===== src/rtl/pattern_acq_ctrl_pkg.sv =====
// pattern_acq_ctrl_pkg: state encoding and default timing constants for the projector sequencer
package pattern_acq_ctrl_pkg;
  typedef enum logic [2:0] {IDLE, ARM, WAIT_STB, READOUT, DONE, ERR} state_t;
  localparam int TIMER_W = 24;
  localparam int DEF_NUM_FRAMES = 480;
  localparam logic [15:0] DEF_READOUT_CYC = 16'd50000;
  localparam logic [TIMER_W-1:0] DEF_TIMEOUT_CYC = 24'd2000000;
  localparam int DEF_CNT_W = 16;
endpackage


===== src/rtl/pattern_acq_ctrl_if.sv =====
// pattern_acq_ctrl_if: control/status and projector handshake bundle
interface pattern_acq_ctrl_if #(parameter int CNT_W = 16);
  logic start;
  logic abort;
  logic strobe_in;
  logic ack_in;
  logic trig_out;
  logic frame_rdy;
  logic busy;
  logic done;
  logic err;
  logic ovr;
  logic [CNT_W-1:0] frame_cnt;
  modport master (
    output start, abort, strobe_in, ack_in,
    input  trig_out, frame_rdy, busy, done, err, ovr, frame_cnt
  );
  modport slave (
    input  start, abort, strobe_in, ack_in,
    output trig_out, frame_rdy, busy, done, err, ovr, frame_cnt
  );
endinterface


===== src/rtl/pattern_acq_ctrl_sync_edge.sv =====
// sync_edge: 2-FF synchronizer with a registered rising-edge detector
module sync_edge (
  input  logic clk_25,
  input  logic reset_n,
  input  logic async_in,
  output logic level,
  output logic rise
);
  logic s1, s2, s3;
  // two metastability stages, one history stage, and the registered edge flag
  always_ff @(posedge clk_25)
    if (!reset_n) {s1, s2, s3, rise} <= '0;
    else {s1, s2, s3, rise} <= {async_in, s1, s2, s2 & ~s3};
  assign level = s2;
endmodule


===== src/rtl/pattern_acq_ctrl.sv =====
// pattern_acq_ctrl: steps the structured-light projector through one fringe-pattern acquisition
module pattern_acq_ctrl
  import pattern_acq_ctrl_pkg::*;
#(
  parameter int NUM_FRAMES = DEF_NUM_FRAMES,
  parameter logic [15:0] READOUT_CYC = DEF_READOUT_CYC,
  parameter logic [TIMER_W-1:0] TIMEOUT_CYC = DEF_TIMEOUT_CYC,
  parameter int CNT_W = DEF_CNT_W
) (
  input logic clk_25,
  input logic reset_n,
  pattern_acq_ctrl_if.slave bus
);
  localparam logic [TIMER_W-1:0] RO_LAST = TIMER_W'(READOUT_CYC) - TIMER_W'(1);
  localparam logic [TIMER_W-1:0] TO_LAST = TIMEOUT_CYC - TIMER_W'(1);
  localparam logic [CNT_W-1:0] NF = CNT_W'(NUM_FRAMES);
  state_t state, state_n;
  logic [TIMER_W-1:0] timer, timer_n;
  logic [CNT_W-1:0] cnt, cnt_n;
  logic err_n, ovr_n, tmo;
  logic act_q, rdy_q, done_q, err_q, ovr_q;
  logic stb_rise, stb_level, ack_rise, ack_level, unused_sync;

  sync_edge u_stb (.clk_25(clk_25), .reset_n(reset_n), .async_in(bus.strobe_in), .level(stb_level), .rise(stb_rise));
  sync_edge u_ack (.clk_25(clk_25), .reset_n(reset_n), .async_in(bus.ack_in), .level(ack_level), .rise(ack_rise));
  assign unused_sync = stb_level ^ ack_rise;

  assign tmo = timer == TO_LAST;

  // next state and counter/flag updates; abort overrides everything and freezes frame_cnt
  always_comb begin
    state_n = state;
    cnt_n = cnt;
    err_n = err_q;
    ovr_n = ovr_q;
    if (bus.abort) state_n = IDLE;
    else
      case (state)
        IDLE: if (bus.start) begin
          state_n = ARM;
          cnt_n = '0;
          err_n = 1'b0;
          ovr_n = 1'b0;
        end
        ARM: state_n = ack_level ? WAIT_STB : tmo ? ERR : ARM;
        WAIT_STB: begin
          state_n = stb_rise ? READOUT : tmo ? ERR : WAIT_STB;
          cnt_n = stb_rise ? (&cnt ? cnt : cnt + CNT_W'(1)) : cnt;
        end
        READOUT: begin
          ovr_n = ovr_q | stb_rise;
          state_n = (timer != RO_LAST) ? READOUT : (cnt == NF) ? DONE : WAIT_STB;
        end
        default: state_n = IDLE;
      endcase
    timer_n = (state_n != state) ? '0 : (&timer ? timer : timer + TIMER_W'(1));
  end

  // state, timer, frame count and registered projector/status outputs
  always_ff @(posedge clk_25)
    if (!reset_n) begin
      state <= IDLE;
      timer <= '0;
      cnt <= '0;
      {act_q, rdy_q, done_q, err_q, ovr_q} <= '0;
    end else begin
      state <= state_n;
      timer <= timer_n;
      cnt <= cnt_n;
      act_q <= state_n inside {ARM, WAIT_STB, READOUT};
      rdy_q <= state_n inside {ARM, WAIT_STB};
      done_q <= state_n == DONE;
      err_q <= err_n | (state_n == ERR);
      ovr_q <= ovr_n;
    end

  assign bus.trig_out = act_q;
  assign bus.busy = act_q;
  assign bus.frame_rdy = rdy_q;
  assign bus.done = done_q;
  assign bus.err = err_q;
  assign bus.ovr = ovr_q;
  assign bus.frame_cnt = cnt;
endmodule


===== src/flat_wrapper.sv =====
// flat-port wrapper written by rule: the top's interface ports become plain ports
module pattern_acq_ctrl_flat import pattern_acq_ctrl_pkg::*;
#(
  parameter int NUM_FRAMES = DEF_NUM_FRAMES,
  parameter logic [15:0] READOUT_CYC = DEF_READOUT_CYC,
  parameter logic [TIMER_W-1:0] TIMEOUT_CYC = DEF_TIMEOUT_CYC,
  parameter int CNT_W = DEF_CNT_W
)
  (clk_25, reset_n, bus_start, bus_abort, bus_strobe_in, bus_ack_in, bus_trig_out, bus_frame_rdy, bus_busy, bus_done, bus_err, bus_ovr, bus_frame_cnt);
  pattern_acq_ctrl_if #(.CNT_W(CNT_W)) bus_i ();
  input logic clk_25;
  input logic reset_n;
  input wire logic [$bits(bus_i.start)-1:0] bus_start;
  input wire logic [$bits(bus_i.abort)-1:0] bus_abort;
  input wire logic [$bits(bus_i.strobe_in)-1:0] bus_strobe_in;
  input wire logic [$bits(bus_i.ack_in)-1:0] bus_ack_in;
  output wire logic [$bits(bus_i.trig_out)-1:0] bus_trig_out;
  output wire logic [$bits(bus_i.frame_rdy)-1:0] bus_frame_rdy;
  output wire logic [$bits(bus_i.busy)-1:0] bus_busy;
  output wire logic [$bits(bus_i.done)-1:0] bus_done;
  output wire logic [$bits(bus_i.err)-1:0] bus_err;
  output wire logic [$bits(bus_i.ovr)-1:0] bus_ovr;
  output wire logic [$bits(bus_i.frame_cnt)-1:0] bus_frame_cnt;
  assign bus_i.start = bus_start;
  assign bus_i.abort = bus_abort;
  assign bus_i.strobe_in = bus_strobe_in;
  assign bus_i.ack_in = bus_ack_in;
  assign bus_trig_out = bus_i.trig_out;
  assign bus_frame_rdy = bus_i.frame_rdy;
  assign bus_busy = bus_i.busy;
  assign bus_done = bus_i.done;
  assign bus_err = bus_i.err;
  assign bus_ovr = bus_i.ovr;
  assign bus_frame_cnt = bus_i.frame_cnt;
  pattern_acq_ctrl #(.NUM_FRAMES(NUM_FRAMES), .READOUT_CYC(READOUT_CYC), .TIMEOUT_CYC(TIMEOUT_CYC), .CNT_W(CNT_W)) u_core (.clk_25(clk_25), .reset_n(reset_n), .bus(bus_i));
endmodule

===== config.mk =====
export PLATFORM = sky130hd
export DESIGN_NAME = pattern_acq_ctrl_flat
export DESIGN_NICKNAME = d
export VERILOG_FILES = /design/src/rtl/pattern_acq_ctrl_pkg.sv /design/src/rtl/pattern_acq_ctrl_if.sv /design/src/rtl/pattern_acq_ctrl_sync_edge.sv /design/src/rtl/pattern_acq_ctrl.sv /design/src/flat_wrapper.sv
export SDC_FILE = /design/constraint.sdc
export NUM_CORES = 1
export LEC_CHECK = 0
export CORE_MARGIN = 2
export CORE_UTILIZATION = 51
export DETAILED_ROUTE_END_ITERATION = 7
export PLACE_DENSITY = 0.74
export SLEW_MARGIN = 20
export SYNTH_ARGS = -nofsm -noshare
export SYNTH_HDL_FRONTEND = slang
export SYNTH_SLANG_ARGS = --single-unit

===== constraint.sdc =====
create_clock -name clk_25 -period 2.1 [get_ports clk_25]
set_input_delay 0.42 -clock clk_25 [delete_from_list [all_inputs] [get_ports clk_25]]
set_output_delay 0.42 -clock clk_25 [all_outputs]
set_load 0.02 [all_outputs]

### Word-level counts from Yosys, hierarchy flattened

Cells that the tools add are included.

* input port bits: 6
* output and inout port bits: 22
* flip-flop bits (word level): 54
* logic and storage cells: 65

* reductions and logical operators: 10
* equal/unequal tests: 15
* muxes and demuxes: 18
* add/sub/neg operators: 2
* bitwise logic cells: 6

Operators with widths (count)
* 16-bit two-way mux: 3
* 16-bit one-hot mux with 2 select lines: 1
* 24-bit by 1-bit adder with 24-bit output, second input constant: 1
* 24-bit by 21-bit equality test with 1-bit output, second input constant: 1
* 3-bit two-way mux: 8
* 24-bit by 16-bit inequality test with 1-bit output, second input constant: 1
* 24-bit AND reduction: 1
* 16-bit by 1-bit adder with 16-bit output, second input constant: 1
* 16-bit by 9-bit equality test with 1-bit output, second input constant: 1
* 16-bit AND reduction: 1
* 3-bit by 2-bit equality test with 1-bit output, second input constant: 4
* 3-bit one-hot mux with 4 select lines: 1
* 3-bit by 1-bit equality test with 1-bit output, second input constant: 2
* 3-bit equality test, second input constant: 2
* 2-bit inequality test, second input constant: 3
* 2-bit nonzero test: 3
* 5-bit AND reduction: 1
* 1-bit two-way mux: 4
* 3-bit zero test: 1
* 3-bit inequality test: 1
* 1-bit inverter: 3
* 3-bit AND reduction: 1
* 3-bit nonzero test: 1
* 1-bit OR: 2
* 3 further kinds: 3

### Logic depth before layout (Yosys ltp)

Gate-level depths: netlist (run 1).

* depth after elaboration: 7
* mapped depth: 9
* mapped depth without buffers: 8

### Modules after synthesis

From an unflattened synthesis (run 1), not the netlist that was laid out.

* cells, all modules: 311
* area, all modules: 2703.8 µm²

Modules (own cells, without submodules)
* pattern_acq_ctrl: cells an instance 295, seq. area each 960.9 µm², instances 1, area an instance 2481.1 µm²
* sync_edge: cells an instance 8, seq. area each 80.1 µm², instances 2, area an instance 111.4 µm²

### Worst setup path before layout (run 1)

No wires, ideal clock.

* path kind: reg2reg
* from: register u_core.cnt[0] (netlist: u_core.bus.frame_cnt[0])
* to: register u_core.timer[5]
* slack: -0.003 ns
* setup time: 0.115 ns
* clock period less this slack: 2.103 ns
* data required time: 1.985 ns
* buffers on the path: 1
* data arrival time: 1.988 ns
* stages on the path, launching flop included: 10
* path through: dfxtp_1 inv_1 ha_1 or3b_2 nor4_2 and2_2 a221oi_2 o31ai_4 buf_6 nor2_1

* cells in the longest elaborated chain, start to end: 7

RTL lines
* start: declaration: RTL line pattern_acq_ctrl.sv:19 `logic [CNT_W-1:0] cnt, cnt_n;`
* start signal: assignment: RTL line pattern_acq_ctrl.sv:69 `cnt <= cnt_n;`
* 16-bit by 9-bit equality test with 1-bit output: RTL line pattern_acq_ctrl.sv:52 `state_n = (timer != RO_LAST) ? READOUT : (cnt == NF) ? DONE : WAIT_STB;`
* 3-bit two-way mux (2 in series): RTL line pattern_acq_ctrl.sv:52
* 3-bit one-hot mux with 4 select lines: RTL line pattern_acq_ctrl.sv:38 `case (state)`
* 3-bit two-way mux: RTL line pattern_acq_ctrl.sv:36 `if (bus.abort) state_n = IDLE;`
* 3-bit inequality test: RTL line pattern_acq_ctrl.sv:56 `timer_n = (state_n != state) ? '0 : (&timer ? timer : timer + TIMER_W'(1));`
* 2-bit OR reduction (no line)
* end signal: assignment: RTL line pattern_acq_ctrl.sv:68 `timer <= timer_n;`
* end: declaration: RTL line pattern_acq_ctrl.sv:18 `logic [TIMER_W-1:0] timer, timer_n;`

No other way between the ends.
A chain may end at the register's enable or synchronous reset.

### Worst setup path after layout (run 1)

* from: register u_core.cnt[4] (netlist: u_core.bus.frame_cnt[4])
* to: register u_core.timer[8]

Same word-level chain as after synthesis.

==> results.json, run 1 <==
{
  "outcome": "complete, but fails checks",
  "violations": "negative setup slack",
  "clockRootBuffer": "clkbuf_8",
  "synth.top_cell.area_share_pct": 40.4,
  "fin_worst_skew_ns": 0.0113,
  "drtAntennaViolNets": 0,
  "mappedNetlistNets": 317,
  "place_congestion": 0.838,
  "synthTopCellsByArea": "dfxtp_1 (40%), nor2_1 (7.7%), xnor2_1 (6.2%)",
  "synthCells": 308,
  "irDropWorstVdd_v": 0.000318,
  "dp_slack_ns": -0.271,
  "worst_slew_pin_slew_ns": 0.469,
  "yosys_warnings": 0,
  "clkTransAtPathRegs_ns": 0.09,
  "largest_reg_flops": 24,
  "grt_max_degree": 17,
  "routedWlPerCell_um": 14.8,
  "grt_overflow": 0,
  "fin_area_um2": 3570,
  "crit_buf_inv": 2,
  "netlist_top_cells_count": "nor2_1 (55), dfxtp_1 (54), nand2_1 (20)",
  "drv_slew": 0,
  "yosysUniqueCellTypes": 50,
  "wirelength_um": 6600,
  "drc": 0,
  "holdPathStages": 1,
  "grt_pass1_wl_um": 10100,
  "r2r_slack_ns": -0.05,
  "gr-usage-met3_pct": 3.08,
  "synth.ff_latch_count": 54,
  "die-area_um2": 5840,
  "cts_buffer_depth": 2,
  "whs_endpoint": "u_core.u_stb.rise$_SDFF_PN0_",
  "coreArea_um2": 5070,
  "htree_levels": 2,
  "cts_made_buffers": 5,
  "syn_area_per_cell_um2": 8.69,
  "p_leak_nw": 1.28,
  "multi_input_area_um2": 1610,
  "r2r_end": "u_core.timer[8]$_SDFFE_PP0N_",
  "seq_area_um2": 1090,
  "synth_edf_count": 0,
  "grt_pass1_vias": 2165,
  "fin_cells": 447,
  "worstPathRequired_ns": 2.30,
  "rows": 26,
  "gr-usage-met2_pct": 33.2,
  "critPathLaunchType": "register",
  "synthArstFlopShare_pct": 0,
  "reg2reg_depth": 8,
  "drive_gt1_share_pct": 23.1,
  "seq_area_frac_synth_pct": 40.4,
  "start_util_pct": 52.7,
  "setup_ws_ns": -0.0492,
  "antenna_found_initial": 0,
  "crit_slowest_cell": "or4_4",
  "hold_start": "u_core.u_stb.s3$_SDFF_PN0_",
  "yosys.area.top_type": "dfxtp_1",
  "post_dp_cell_area_um2": 3250,
  "fp.dieH_um": 76.4,
  "rsz0062_at_grt": "true",
  "vias": 2495,
  "grt_use_met1_pct": 29.7,
  "diodes": 0,
  "syn-cell-area_um2": 2680,
  "slew_headroom_pct": 68.5,
  "cp_top_family": "simple AND/OR/NAND/NOR gates",
  "drt_first_pass_iters": 4,
  "track_usage_pct": 21.0,
  "nFillCells": 431,
  "cts_hold_buf": 0,
  "critPathMaxStageDelay_ns": 0.54,
  "fin_crit_ns": 2.15,
  "top_register": "u_core.timer",
  "setup-tns-final_ns": -0.985,
  "yosysMostFrequentCell": "nor2_1",
  "critPathMaxFanout": 12,
  "vias_per_cell": 5.58,
  "min_path_type": "register to register",
  "path_class": "register to register",
  "cts_tree": "done",
  "utilization_pct": 70.3,
  "setup_viol": 26,
  "post-place-cells": 429,
  "crit_path_end_kind": "register",
  "hold_ws_ns": 0.390,
  "fmax_mhz": 465,
  "nNetsFinal": 385,
  "grt.busiest_layer": "met2",
  "port_buffers": 27,
  "p_total_mw": 1.80,
  "path_cells": "or4_4 > nor4_4 > and2_4 > a221oi_4 > o31ai_4 > buf_4 > buf_16 > nor2_1",
  "drt_iter0_markers": 119,
  "worst_ep_arrival_time_ns": 2.35,
  "power_density_nw_per_um2": 503,
  "num_io_pins": 28,
  "dp_hpwl_um": 4270,
  "die_w_um": 76.4,
  "synthToLayoutAreaGrowth_pct": 33.4,
  "cap_violations": 0,
  "fin_crit_sh_pct": 102,
  "worstSkewPairLatency_ns": 0.30,
  "numClockSinks": 54,
  "hold_violations": 0,
  "synthFlopType": "dfxtp_1",
  "rr_startpoint": "u_core.bus.frame_cnt[4]$_SDFFE_PN0P_"
}
## where the power goes
part / internal, mW / leakage (nW) / switching (mW) / total (mW)
clock: 0.266 / 0.0472 / 0.330 / 0.596
sequential: 1.04 / 0.440 / 0.00777 / 1.04
combinational: 0.0809 / 0.791 / 0.0755 / 0.156
## metal layers
metal  up-vias  share of wire [%]
li1       1224                  -
met1      1170                 46
met2        85                 47
met3        16                5.4
met4         0                1.6
met5         -                  0
## what timing repair did
item / in CTS / in global routing
setup endpoints to repair: 26 / 32
gates resized for setup: 5 / 23
pin swaps: 0 / 8
hold endpoints to repair: 0 / 0
cloned: 1 / 1
buffers inserted: 2 / 6
## cells by family after synthesis
kind of cell    share of synthesized area, %
simple gates                            33.8
flops                                   40.4
xor+xnor                                10.8
compound gates                          9.82
buf+inv                                 3.32
fa+ha+maj                               1.40
mux                                    0.421
## how the worst max path moves through the flow
stage,start,to,cells past startpoint
finish,u_core.bus.frame_cnt[4]$_SDFFE_PN0P_,u_core.timer[8]$_SDFFE_PP0N_,8
global route,u_core.bus.frame_cnt[1]$_SDFFE_PN0P_,u_core.timer[8]$_SDFFE_PP0N_,10
CTS,u_core.bus.frame_cnt[13]$_SDFFE_PN0P_,u_core.timer[8]$_SDFFE_PP0N_,7
detailed placement,bus_start,u_core.bus.frame_cnt[10]$_SDFFE_PN0P_,6
global placement,bus_abort,u_core.bus.frame_cnt[12]$_SDFFE_PN0P_,6
floorplan,u_core.bus.frame_cnt[1]$_SDFFE_PN0P_,u_core.timer[5]$_SDFFE_PP0N_,9
## worst reg2reg max path: cells and delay by family (launching register included)
family                 cells  cell delay, ns
AOI/OAI and AO/OA          2            0.28
buffers and inverters      2            0.30
and+or+nand+nor            4            1.15
DFF                        1            0.32
## cell type report
type | instances | area share, %
Clock buffer | 6 | 2.31
Clock inverter | 2 | 0.351
Inverter | 8 | 0.841
Multi-Input combinational cell | 236 | 45.2
Sequential cell | 54 | 30.5
Tap cell | 70 | 2.45
Timing Repair Buffer | 71 | 18.3
## cells in the final DEF, fill, tap and decap left out, drive strengths merged, types with 2 or more instances in the layout
| cell type | instances |
|---|---|
| a211oi | 3 |
| nor3 | 12 |
| nor2b | 6 |
| nand2 | 20 |
| or3b | 2 |
| or4 | 3 |
| o21bai | 2 |
| inv | 8 |
| buf | 43 |
| nand3 | 13 |
| and3 | 5 |
| xor2 | 14 |
| nor3b | 3 |
| clkdlybuf4s50 | 27 |
| a21oi | 8 |
| nand4 | 16 |
| and2 | 10 |
| or3 | 4 |
| nor4 | 5 |
| o21ai | 5 |
| xnor2 | 19 |
| nand2b | 2 |
| and4 | 8 |
| clkbuf | 7 |
| ha | 3 |
| nor2 | 55 |
| dfxtp | 54 |
No activity file was read; power rests on OpenSTA's default activity.
==> inputs of run 2 (changes only) <==
- GPL_TIMING_DRIVEN: not set -> 1
- MAX_ROUTING_LAYER: not set -> met4
==> results.json, run 2 (same netlist as run 1, synthesis figures left out) <==
{
  "clockRootBuffer": "clkbuf_8",
  "track_usage_pct": 21.6,
  "p_leak_nw": 1.28,
  "numClockSinks": 54,
  "routedWlPerCell_um": 14.8,
  "min_path_type": "register to register",
  "worst_slew_pin_slew_ns": 0.467,
  "crit_path_end_kind": "register",
  "drc": 0,
  "nFillCells": 431,
  "drt_iter0_markers": 127,
  "cts_tree": "done",
  "drt_first_pass_iters": 4,
  "vias_per_cell": 5.55,
  "dp_hpwl_um": 4270,
  "cts_buffer_depth": 2,
  "grt_pass1_vias": 2164,
  "switching_power_uw": 420,
  "fin_crit_sh_pct": 102,
  "rsz0062_at_grt": "true",
  "nNetsFinal": 385,
  "fp.dieH_um": 76.4,
  "coreArea_um2": 5070,
  "layout_common_cells": "nor2_1 (54), dfxtp_1 (47), buf_4 (40)",
  "violations": "negative setup slack",
  "largest_reg_flops": 24,
  "p_sw_share_pct": 23.3,
  "drv_slew": 0,
  "outcome": "complete, but fails checks",
  "die_w_um": 76.4,
  "worstSkewPairLatency_ns": 0.31,
  "fin_crit_ns": 2.15,
  "port_buffers": 27,
  "diodes": 0,
  "setup_viol": 26,
  "start_util_pct": 52.7,
  "post-place-cells": 429,
  "clkPwrFrac_pct": 33.5,
  "setup_ws_ns": -0.0461,
  "worstPathRequired_ns": 2.31,
  "path_class": "register to register",
  "wirelength_um": 6620,
  "cap_violations": 0,
  "cts_hold_buf": 0,
  "final_common_cell": "nor2_1",
  "hold_ws_ns": 0.389,
  "fin_worst_skew_ns": 0.0115,
  "power_density_nw_per_um2": 505,
  "place_congestion": 0.851,
  "antenna_found_initial": 0,
  "intPower_mw": 1.38,
  "drive_gt1_share_pct": 23.1,
  "pwr-share-comb_pct": 8.6,
  "grt_max_degree": 17,
  "grt_pass1_wl_um": 10100,
  "grt_overflow": 0,
  "critPathLaunchType": "register",
  "clkTransAtPathRegs_ns": 0.09,
  "worst_ep_arrival_time_ns": 2.35,
  "rows": 26,
  "irDropWorstVdd_v": 0.000319,
  "die-area_um2": 5840,
  "p_seq_share_pct": 57.9,
  "top_register": "u_core.timer",
  "fmax_mhz": 466,
  "vias": 2479,
  "fin_cells": 447,
  "hold_violations": 0,
  "synthToLayoutAreaGrowth_pct": 33.4,
  "num_io_pins": 28,
  "critPathMaxFanout": 12,
  "cts_made_buffers": 5,
  "drtAntennaViolNets": 0,
  "htree_levels": 2,
  "slew_headroom_pct": 68.6
}
## run 2: worst max-delay path: stages, from the launching register on
cell and delay (ns):
dfxtp_1 0.32, or4_4 0.54, nor4_4 0.33, and2_4 0.23, a221oi_4 0.07, o31ai_4 0.21
buf_4 0.17, buf_16 0.13, nor2_1 0.05
## run 2: path summary, 6_finish.rpt
| path | start | end | slack, ns | cells after the start |
|---|---|---|---|---|
| max | u_core.bus.frame_cnt[4]$_SDFFE_PN0P_ | u_core.timer[8]$_SDFFE_PP0N_ | -0.05 | 8 |
| min | u_core.u_stb.s3$_SDFF_PN0_ | u_core.u_stb.rise$_SDFF_PN0_ | 0.39 | 1 |
| max reg2reg | u_core.bus.frame_cnt[4]$_SDFFE_PN0P_ | u_core.timer[8]$_SDFFE_PP0N_ | -0.05 | 8 |
| min reg2reg | u_core.u_stb.s3$_SDFF_PN0_ | u_core.u_stb.rise$_SDFF_PN0_ | 0.39 | 1 |
## run 2: area by class of cell
| cell class | instances | area, µm² | area share (%) |
|---|---|---|---|
| clock inverters | 2 | 12.5 | 0.351 |
| repair buffers | 71 | 654 | 18.3 |
| clock buffers | 6 | 82.6 | 2.31 |
| flip-flops and latches | 54 | 1090 | 30.5 |
| well taps | 70 | 87.6 | 2.45 |
| inverters | 8 | 30.0 | 0.841 |
| multi-input cells | 236 | 1610 | 45.2 |
## run 2: power groups by stage
| stage | Sequential (mW) | Combinational (mW) | Clock, mW |
|---|---|---|---|
| finish | 1.04 | 0.156 | 0.603 |
| global placement | 1.07 | 0.113 | 0 |
| CTS | 1.04 | 0.131 | 0.614 |
| floorplan | 1.07 | 0.0650 | 0 |
| global route | 1.05 | 0.166 | 0.652 |
| detailed placement | 1.07 | 0.115 | 0 |
## run 2: repair_timing
item                       4_1_cts  5_1_grt
setup buffers                    2        6
gates resized for setup          5       23
pin swaps                        0        8
setup endpoints to repair       26       32
gates cloned                     1        1
## run 2: metal layers
layer	GRT usage, %	up-vias	part of all wire [%]
met5	-	-	0
met4	6.36	0	1.9
met3	3.08	20	5.4
met2	33.2	73	47
met1	29.7	1161	46
li1	-	1225	-
## run 2: stage by stage
step / worst slack (ns) / util (%) / total power [mW] / TNS [ns] / area (µm²)
after floorplan: 0.0199 / - / 1.13 / 0 / 2680
after global placement: -0.236 / 64.1 / 1.18 / -2.40 / 3250
after detailed placement: -0.271 / 64.1 / 1.18 / -2.92 / 3250
after CTS: -0.0214 / 67.3 / 1.79 / -0.354 / 3410
after global routing: -0.139 / 70.3 / 1.86 / -3.44 / 3570
final: -0.0461 / 70.3 / 1.80 / -0.843 / 3570
==> inputs of run 3 (changes only) <==
- CTS_CLUSTER_DIAMETER: not set -> 100
==> results of run 3 <==
Same layout as run 2: the final DEF is identical, and so are final timing and power.
